[src/rtl/mem_ctrl_arb.sv]
// Byte-serial RAM controller arbitrating the i-cache fetch port and the MEM-stage load/store port
// onto an 8-bit RAM/IO bus with a parametrised, pipelined read latency.
module mem_ctrl_arb #(
  parameter int ADDR_W = 32,
  parameter int RD_LAT = 1
) (
  input  logic              clk,
  input  logic              rst,
  input  logic              ifetch_req,
  input  logic [ADDR_W-1:0] ifetch_addr,
  input  logic              ifetch_flush,
  output logic              ifetch_valid,
  output logic [31:0]       ifetch_data,
  input  logic              data_load,
  input  logic              data_store,
  input  logic [ADDR_W-1:0] data_addr,
  input  logic [31:0]       data_wdata,
  input  logic [2:0]        data_len,
  input  logic              data_signed,
  output logic              data_done,
  output logic [31:0]       data_rdata,
  input  logic [7:0]        mem_din,
  input  logic              io_buffer_full,
  output logic [7:0]        mem_dout,
  output logic [ADDR_W-1:0] mem_a,
  output logic              mem_wr,
  output logic              busy
);

  typedef enum logic [2:0] {
    S_IDLE, S_RD_ISSUE, S_RD_DRAIN, S_WR, S_FLUSH_DRAIN
  } state_t;

  state_t            r_state;
  logic [ADDR_W-1:0] r_base;
  logic [1:0]        r_last;
  logic [1:0]        r_cnt;
  logic [31:0]       r_wdata;
  logic [31:0]       r_result;
  logic              r_signed;
  logic              r_is_fetch;
  logic [RD_LAT-1:0] r_pipe_v;
  logic [1:0]        r_pipe_idx [RD_LAT];
  logic              r_ifetch_valid;
  logic              r_data_done;
  logic [31:0]       r_ifetch_data;
  logic [31:0]       r_data_rdata;

  logic        w_flush;
  logic        w_issue;
  logic        w_cap;
  logic [1:0]  w_cap_idx;
  logic        w_cap_last;
  logic [31:0] w_word;
  logic [31:0] w_ext;

  // Last byte index: lengths other than 1 and 2 behave as a full word.
  function automatic logic [1:0] len_to_last(input logic [2:0] len);
    case (len)
      3'd1:    return 2'd0;
      3'd2:    return 2'd1;
      default: return 2'd3;
    endcase
  endfunction

  assign w_flush    = r_is_fetch && ifetch_flush &&
                      (r_state == S_RD_ISSUE || r_state == S_RD_DRAIN);
  assign w_issue    = (r_state == S_RD_ISSUE) && !w_flush;
  assign w_cap      = r_pipe_v[RD_LAT-1];
  assign w_cap_idx  = r_pipe_idx[RD_LAT-1];
  assign w_cap_last = w_cap && (w_cap_idx == r_last) && (r_state == S_RD_DRAIN);

  // Result word with the byte arriving this cycle already merged in.
  for (genvar gi = 0; gi < 4; gi++) begin : g_cap
    assign w_word[8*gi +: 8] = (w_cap && w_cap_idx == 2'(gi)) ? mem_din : r_result[8*gi +: 8];
  end

  always_comb begin
    w_ext = w_word;
    case (r_last)
      2'd0:    w_ext = {{24{r_signed & w_word[7]}}, w_word[7:0]};
      2'd1:    w_ext = {{16{r_signed & w_word[15]}}, w_word[15:0]};
      default: w_ext = w_word;
    endcase
  end

  assign mem_a    = (r_state == S_RD_ISSUE || r_state == S_WR) ? r_base + ADDR_W'(r_cnt) : '0;
  assign mem_dout = (r_state == S_WR) ? r_wdata[{r_cnt, 3'b000} +: 8] : 8'd0;
  assign mem_wr   = (r_state == S_WR) && !io_buffer_full;
  assign busy     = (r_state != S_IDLE);

  assign ifetch_valid = r_ifetch_valid;
  assign ifetch_data  = r_ifetch_data;
  assign data_done    = r_data_done;
  assign data_rdata   = r_data_rdata;

  // Each issued read is tagged with its byte index and surfaces RD_LAT cycles later.
  always_ff @(posedge clk or negedge rst) begin
    if (!rst) begin
      r_pipe_v <= '0;
      for (int k = 0; k < RD_LAT; k++) r_pipe_idx[k] <= 2'd0;
    end else begin
      r_pipe_v[0]   <= w_issue;
      r_pipe_idx[0] <= r_cnt;
      for (int k = 1; k < RD_LAT; k++) begin
        r_pipe_v[k]   <= r_pipe_v[k-1];
        r_pipe_idx[k] <= r_pipe_idx[k-1];
      end
    end
  end

  always_ff @(posedge clk or negedge rst) begin
    if (!rst) begin
      r_state        <= S_IDLE;
      r_base         <= '0;
      r_last         <= 2'd0;
      r_cnt          <= 2'd0;
      r_wdata        <= 32'd0;
      r_result       <= 32'd0;
      r_signed       <= 1'b0;
      r_is_fetch     <= 1'b0;
      r_ifetch_valid <= 1'b0;
      r_data_done    <= 1'b0;
      r_ifetch_data  <= 32'd0;
      r_data_rdata   <= 32'd0;
    end else begin
      r_ifetch_valid <= 1'b0;
      r_data_done    <= 1'b0;
      if (w_cap) r_result <= w_word;
      case (r_state)
        S_IDLE: begin
          // Requesters are still dropping their request during a completion pulse.
          if (!r_ifetch_valid && !r_data_done) begin
            r_cnt    <= 2'd0;
            r_result <= 32'd0;
            if (data_store) begin
              r_base     <= data_addr;
              r_last     <= len_to_last(data_len);
              r_wdata    <= data_wdata;
              r_signed   <= data_signed;
              r_is_fetch <= 1'b0;
              r_state    <= S_WR;
            end else if (data_load) begin
              r_base     <= data_addr;
              r_last     <= len_to_last(data_len);
              r_wdata    <= data_wdata;
              r_signed   <= data_signed;
              r_is_fetch <= 1'b0;
              r_state    <= S_RD_ISSUE;
            end else if (ifetch_req && !ifetch_flush) begin
              r_base     <= ifetch_addr;
              r_last     <= 2'd3;
              r_signed   <= 1'b0;
              r_is_fetch <= 1'b1;
              r_state    <= S_RD_ISSUE;
            end
          end
        end
        S_RD_ISSUE: begin
          if (w_flush)              r_state <= S_FLUSH_DRAIN;
          else if (r_cnt == r_last) r_state <= S_RD_DRAIN;
          else                      r_cnt   <= r_cnt + 2'd1;
        end
        S_RD_DRAIN: begin
          if (w_flush) begin
            r_state <= S_FLUSH_DRAIN;
          end else if (w_cap_last) begin
            r_state <= S_IDLE;
            if (r_is_fetch) begin
              r_ifetch_valid <= 1'b1;
              r_ifetch_data  <= w_word;
            end else begin
              r_data_done  <= 1'b1;
              r_data_rdata <= w_ext;
            end
          end
        end
        S_WR: begin
          if (!io_buffer_full) begin
            if (r_cnt == r_last) begin
              r_state     <= S_IDLE;
              r_data_done <= 1'b1;
            end else begin
              r_cnt <= r_cnt + 2'd1;
            end
          end
        end
        S_FLUSH_DRAIN: begin
          if (r_pipe_v == '0) r_state <= S_IDLE;
        end
        default: r_state <= S_IDLE;
      endcase
    end
  end

endmodule

[config.mk]
export PLATFORM = sky130hd
export DESIGN_NAME = mem_ctrl_arb
export DESIGN_NICKNAME = d
export VERILOG_FILES = /design/src/rtl/mem_ctrl_arb.sv
export SDC_FILE = /design/constraint.sdc
export NUM_CORES = 1
export LEC_CHECK = 0
export CORE_UTILIZATION = 57
export CTS_CLUSTER_SIZE = 30
export DETAILED_ROUTE_END_ITERATION = 8
export DONT_BUFFER_PORTS = 1
export PLACE_DENSITY = 0.72
export SLEW_MARGIN = 40
export SYNTH_ARGS = -nofsm -noshare
export SYNTH_HDL_FRONTEND = slang
export SYNTH_SLANG_ARGS = --single-unit
[constraint.sdc]
create_clock -name clk -period 2.5 [get_ports clk]
set_input_delay 0.5 -clock clk [delete_from_list [all_inputs] [get_ports clk]]
set_output_delay 0.5 -clock clk [all_outputs]
set_load 0.03 [all_outputs]
==> results of run 1 <==
[per-layer routing]
layer / track usage [%] / vias up / part of all wire, %
met2: 46.3 / 198 / 53
met1: 32.0 / 2908 / 39
met4: 10.3 / 0 / 1.4
li1: - / 2737 / -
met3: 7.35 / 25 / 6.5
met5: 0 / - / 0
[flip-flops by register name, indices dropped and copies added, names as in the netlist]
signal,count
data_rdata,32
ifetch_data,32
r_base,32
r_result,32
r_wdata,32
r_state,3
r_cnt,2
r_last,2
r_pipe_idx,2
data_done,1
ifetch_valid,1
r_is_fetch,1
r_pipe_v,1
r_signed,1
[metrics by stage]
step	setup WS [ps]	hold WS (ps)	cells	utilization, %
floorplan	9.09	204	767	-
global placement	78.1	208	953	61.9
detailed placement	-44.3	208	953	61.9
CTS	-205	-252	995	67.6
global route	-351	-263	999	68.4
finish	-236	-235	999	68.4
[path summary, 6_finish.rpt]
check	start	end	slack, ps
max	r_cnt[0]$_DFFE_PN0P_	mem_a[18]	-240
min	rst	ifetch_data[5]$_DFFE_PN0P_	-240
max reg2reg	r_state[2]$_DFFE_PN0P_	r_base[17]$_DFFE_PN0P_	210
min reg2reg	r_wdata[29]$_DFFE_PN0P_	r_wdata[29]$_DFFE_PN0P_	500
max in group asynchronous	rst	r_result[29]$_DFF_PN0_	2360
min in group clk	ifetch_flush	r_pipe_v$_DFF_PN0_	170
[cells in the mapped netlist, drive strengths merged, types with 10 or more instances]
cell / number / area [µm²]
clkbuf: 29 / 111
mux2: 32 / 360
nand4: 19 / 125
and3: 12 / 75.1
o21ai: 78 / 390
mux2i: 65 / 651
nand2b: 18 / 113
buf: 19 / 109
nand3: 16 / 80.1
nor2: 87 / 327
nand2: 91 / 342
dfrtp: 174 / 4350
xnor2: 10 / 87.6
xor2: 24 / 210
a21oi: 20 / 100
[power by group through the flow]
| stage | sequential (µW) | clock, µW | combinational (µW) |
|---|---|---|---|
| after CTS | 5340 | 2840 | 4160 |
| after floorplan | 5070 | 0 | 3200 |
| after detailed placement | 5380 | 0 | 4030 |
| after global routing | 5500 | 2960 | 4630 |
| final | 5370 | 2790 | 4210 |
| after global placement | 5290 | 0 | 3890 |
[worst reg2reg max path: cells and delay by family, from the launching register on]
family,cells,cell delay (ps)
simple gates,3,1220
buf+inv,1,320
compound gates,1,180
flops,1,460
[logic make-up (layout without fill, tap and decap cells)]
group / count (synthesis) / in the layout / share of synthesized area, %
adder cells (fa/ha/maj): 3 / 3 / 0.553
multiplexers: 105 / 105 / 14.6
XOR/XNOR: 34 / 34 / 3.65
buffers and inverters: 53 / 105 / 2.93
flip-flops: 174 / 174 / 53.4
AND/OR/NAND/NOR: 273 / 273 / 16.0
AO/OA/AOI/OAI: 125 / 125 / 8.83
[area by class of cell]
cell class | count | share of cell area (%)
tap | 180 | 2.36
clock inverter | 15 | 2.14
inverter | 5 | 0.197
timing repair buffer | 68 | 6.08
sequential | 174 | 45.7
clock buffer | 17 | 4.46
multi-input combinational | 540 | 39.0
[repair_timing]
item | in CTS | in global routing
buffers inserted | 10 | 5
endpoints found under the setup margin | 28 | 30
pin swaps | 17 | 15
resized for setup | 26 | 17
endpoints found under the hold margin | 174 | 174
==> metrics.md, run 1 <==
| Metric | Value |
|---|---|
| # port buffers | 0 |
| Worst path slowest cell | dfrtp_1 |
| Fmax | 0.365 GHz |
| Sequential area share after synthesis | a little over half |
| Post-Syn Area per Cell | 10.6 µm² |
| FF+latch area | 4360 µm² |
| Final Critical Period | 2740 ps |
| Endpoints failing hold | ~170 |
| CP Cell Sequence | ha_2 > fa_2 > nand2_2 > nor4_4 > buf_6 > nand4_1 > xor2_1 > nor2_2 > buf_6 |
| Logic pwr share | 34.0% |
| Overflow after GRT | 0 |
| Sequential Power Share | 43.4% |
| Relative slew slack | 60.8% |
| Area of the multi-input gates | 3720 µm² |
| Max-slew violation count | 0 |
| CTS max path bufs | 2 |
| Clk_skew | 7.32 ps |
| Worst-Skew Late Latency | between 400 and 500 ps |
| Wire per inst | 19.2 µm |
| Crit. End Element | output pin |
| Die Span Y | ~120 µm |
| Worst EP arrival | 2240 ps |
| Post-Syn Instances | 767 |
| Endpoints failing setup | 28 |
| Via count | 5868 |
| P_sw | 5090 µW |
| Max_cap viols | 0 |
| DRT iter0 DRCs | ~400 |
| Pwr Density | 1300 nW/µm² |
| Clk slew on worst S/H paths | 70 ps |
| Startpoint Class | flip-flop |
| TritonCTS buffer count | 17 |
| FP Rows | 43 |
| Peak supply drop | 0.000627 V |
| Initial Utilization | 58.5% |
| Commonest non-fill, non-tap cell in the layout | dfrtp_1 |
| Leakage power | 0.00433 µW |
| Core Area | 13900 µm² |
| Dpl hpwl | 13200 µm |
| DRC viols | 0 |
| Die Width | 122 µm |
| TNS Setup | -3760 ps |
| Period utilization | 109% |
| # diodes | 0 |
| Vias per cell | 5.87 |
| Total Wirelength | 19200 µm |
| Clock root buffer master | clkbuf_16 |
| ANT nets after route | 0 |
| H-tree Lvls | 4 |
| Critical path type | reg -> out |
| Tightest hold margin | -235 ps |
| CP Max Fanout | 9 |
| Cells on worst reg2reg path | 5 |
| Worst path bufs/invs | 2 |
| Global-route usage over all layers | 26.9% |
| CTS tree | yes |
| Top Ports | between 200 and 250 |
| RSZ-0062 raised after global routing | yes |
| Largest net degree at the start of global routing | 175 |
| Number of synthesized register bits | between 150 and 200 |
| Critical path's largest stage delay | ~400 ps |
| Fillers | 1022 |
| Yosys warnings | 0 |
| RePlAce Congestion | 0.878 |
| Net Count, Synth | 885 |
| Violated checks | hold timing, setup timing |
| Die area | 14800 µm² |
| Largest delay share family, worst path | adder cells |
| Total power | 12400 µW |
| Sw frac | between 40% and 50% |
| Via count of the first global-routing pass | roughly 6k |
| Commonest cells after routing, fill and taps aside | dfrtp_1 (170), nand2_1 (89), nor2_1 (75) |
| Design Area, Final | between 9000 and 10000 µm² |
| HP Class | in -> async |
| TritonCTS Sinks | 174 |
| Share of cells above drive strength 1 | between 20% and 30% |
| DRT Pass-1 Iters | 5 |
| Crit path depth | 9 |
| Initial antenna violation count | 0 |
| Dpl cell area | 8620 µm² |
| CP required | 2000 ps |
| Post-synth EDFFs | 0 |
| Worst-Margin Slew | 586 ps |
| Most frequent CP cell | buf_6 |
| Ys async rst share | 100% |
| Syn Std Cell Area | 8150 µm² |
| Clock share of power | a little under a quarter |
| PnR worst setup slack | -236 ps |
| Predominant post-synthesis flop cell | dfrtp_1 |
| Pint | 7280 µW |
| Netlist cell types | 55 |
| Final layout net count | 924 |
| Area growth from synthesis to layout | 16.9% |
| First-pass GRT wire length | 30200 µm |
| Status | finished with violations |
Power figures use the tool's default switching activity.
==> inputs of run 2 (changes only) <==
--- a/config.mk
+++ b/config.mk
@@ -14,3 +14,4 @@
 export SYNTH_ARGS = -nofsm -noshare
 export SYNTH_HDL_FRONTEND = slang
 export SYNTH_SLANG_ARGS = --single-unit
+export TNS_END_PERCENT = 20
==> metrics.md, run 2 (synthesized netlist as in run 1, its figures left out) <==
| Metric | Value |
|---|---|
| Tightest hold margin | -235 ps |
| Endpoints failing hold | about 170 |
| Clk_skew | 6.61 ps |
| RSZ-0062 raised after global routing | yes |
| Dpl hpwl | 13200 µm |
| Die Width | roughly 120 µm |
| Startpoint Class | flip-flop |
| # port buffers | 0 |
| CTS max path bufs | 2 |
| CP required | 2000 ps |
| ANT nets after route | 0 |
| R2R Path Start | r_state[2]$_DFFE_PN0P_ |
| Clock root buffer master | clkbuf_16 |
| DP Worst Slack | -44.3 ps |
| Commonest non-fill, non-tap cell in the layout | dfrtp_1 |
| Die Span Y | around 120 µm |
| Peak supply drop | 0.000627 V |
| CTS tree | yes |
| CP Max Fanout | 9 |
| Share of cells above drive strength 1 | 20.5% |
| Vias per cell | 5.87 |
| Overflow after GRT | 0 |
| Final layout net count | a little over 900 |
| FP Rows | 43 |
| Relative slew slack | around three fifths |
| TritonCTS buffer count | 17 |
| Fillers | 1038 |
| TritonCTS Sinks | between 150 and 200 |
| DRT iter0 DRCs | 385 |
| Crit. End Element | output pin |
| Initial antenna violation count | 0 |
| Worst-Skew Late Latency | 420 ps |
| Total power | 12300 µW |
| Leakage power | about 0.0043 µW |
| Period utilization | 108% |
| Final Critical Period | 2690 ps |
| Max_cap viols | 0 |
| Endpoints failing setup | 25 |
| Core Area | 13900 µm² |
| RePlAce Congestion | between 0.8 and 0.9 |
| Violated checks | hold timing, setup timing |
| Wl on met1 | 7470 µm |
| Wire length on met2 | between 9000 and 10000 µm |
| Global-route usage over all layers | 26.8% |
| Area growth from synthesis to layout | 15.8% |
| Wire per inst | 19.0 µm |
| Status | finished with violations |
| DRT Pass-1 Iters | 4 |
| Total Wirelength | 19000 µm |
| Worst EP arrival | 2190 ps |
| Via count | 5849 |
| # diodes | 0 |
| DRC viols | 0 |
| PnR worst setup slack | -189 ps |
| Fmax | 0.372 GHz |
| Via count of the first global-routing pass | roughly 6.0k |
| Critical path type | reg -> out |
| HP Class | in -> async |
| Max-slew violation count | 0 |
| Initial Utilization | around three fifths |
| Fin util | between 60% and 70% |
| Die area | between 10000 and 15000 µm² |
| H-tree Lvls | 4 |
| Pwr Density | 1300 nW/µm² |
| Top Ports | 223 |
| Max layer used | met4 |
| Cells on worst reg2reg path | 5 |
| Largest net degree at the start of global routing | 175 |
| Worst-Margin Slew | 582 ps |
| RR Endpoint | r_base[17]$_DFFE_PN0P_ |
| First-pass GRT wire length | approximately 30000 µm |
| Setup slack, reg-to-reg | roughly 210 ps |
| Placed cell count | 953 |
| Commonest cells after routing, fill and taps aside | dfrtp_1 (172), nand2_1 (89), nor2_1 (76) |
| Metal3 WL | 1270 µm |
| Layout Cells excl Fill | 996 |
| Clk slew on worst S/H paths | 70 ps |
run 2: final cells by class:
type	count	area (µm²)	area share, %
repair buffers	65	546	5.78
well taps	180	225	2.39
multi-input cells	540	3660	38.8
inverters	5	18.8	0.199
flip-flops and latches	174	4360	46.1
clock inverters	15	204	2.16
clock buffers	17	425	4.51
run 2: through the flow:
stage	setup TNS [ps]	cell area [µm²]
6_report	-3010	9440
5_1_grt	-5940	9440
2_1_floorplan	0	8180
3_3_place_gp	0	8620
4_1_cts	-3430	9350
3_5_place_dp	-70.3	8620
run 2: worst max-delay path by stage:
stage	startpoint	endpoint	slack [ps]
floorplan	r_cnt[0]$_DFFE_PN0P_	mem_a[22]	9
CTS	r_base[1]$_DFFE_PN0P_	mem_a[15]	-210
finish	r_cnt[0]$_DFFE_PN0P_	mem_a[22]	-190
detailed placement	r_base[0]$_DFFE_PN0P_	mem_a[20]	-40
global placement	r_base[0]$_DFFE_PN0P_	mem_a[22]	80
global route	r_cnt[1]$_DFFE_PN0P_	mem_a[31]	-310
run 2: repair_timing:
item | 4_1_cts | 5_1_grt
pin swaps | 10 | 8
gates cloned | 0 | 0
endpoints found under the hold margin | 174 | 174
gates resized for setup | 16 | 12
setup endpoints to repair | 28 | 30
setup buffers | 6 | 5
run 2: routing by layer:
layer | track usage (%) | vias to the layer above
li1 | - | 2730
met1 | 31.8 | 2877
met2 | 46.0 | 215
met3 | 7.63 | 27
met4 | 10.1 | 0
met5 | 0 | -
run 2: worst max-delay path, cell delays in order, from the launching register on:
cell and delay [ps]:
dfrtp_1 400, ha_2 200, fa_2 360, nand2_2 100
nor4_4 40, buf_6 150, nand4_1 100, xor2_1 210
nor2_2 60, buf_6 150
run 2: report_power, final:
part           total, µW  internal, µW  switching [µW]  leakage (µW)
Combinational       4160          1790            2370       0.00180
Clock               2790          1610            1180      0.000303
Sequential          5350          3850            1500       0.00221
==> inputs of run 3 (changes only) <==
--- a/config.mk
+++ b/config.mk
@@ -6,6 +6,7 @@
 export NUM_CORES = 1
 export LEC_CHECK = 0
 export CORE_UTILIZATION = 57
+export CTS_CLUSTER_DIAMETER = 80
 export CTS_CLUSTER_SIZE = 30
 export DETAILED_ROUTE_END_ITERATION = 8
 export DONT_BUFFER_PORTS = 1
==> results of run 3 <==
Same layout as run 2: the final DEF is identical, and so are final timing and power.
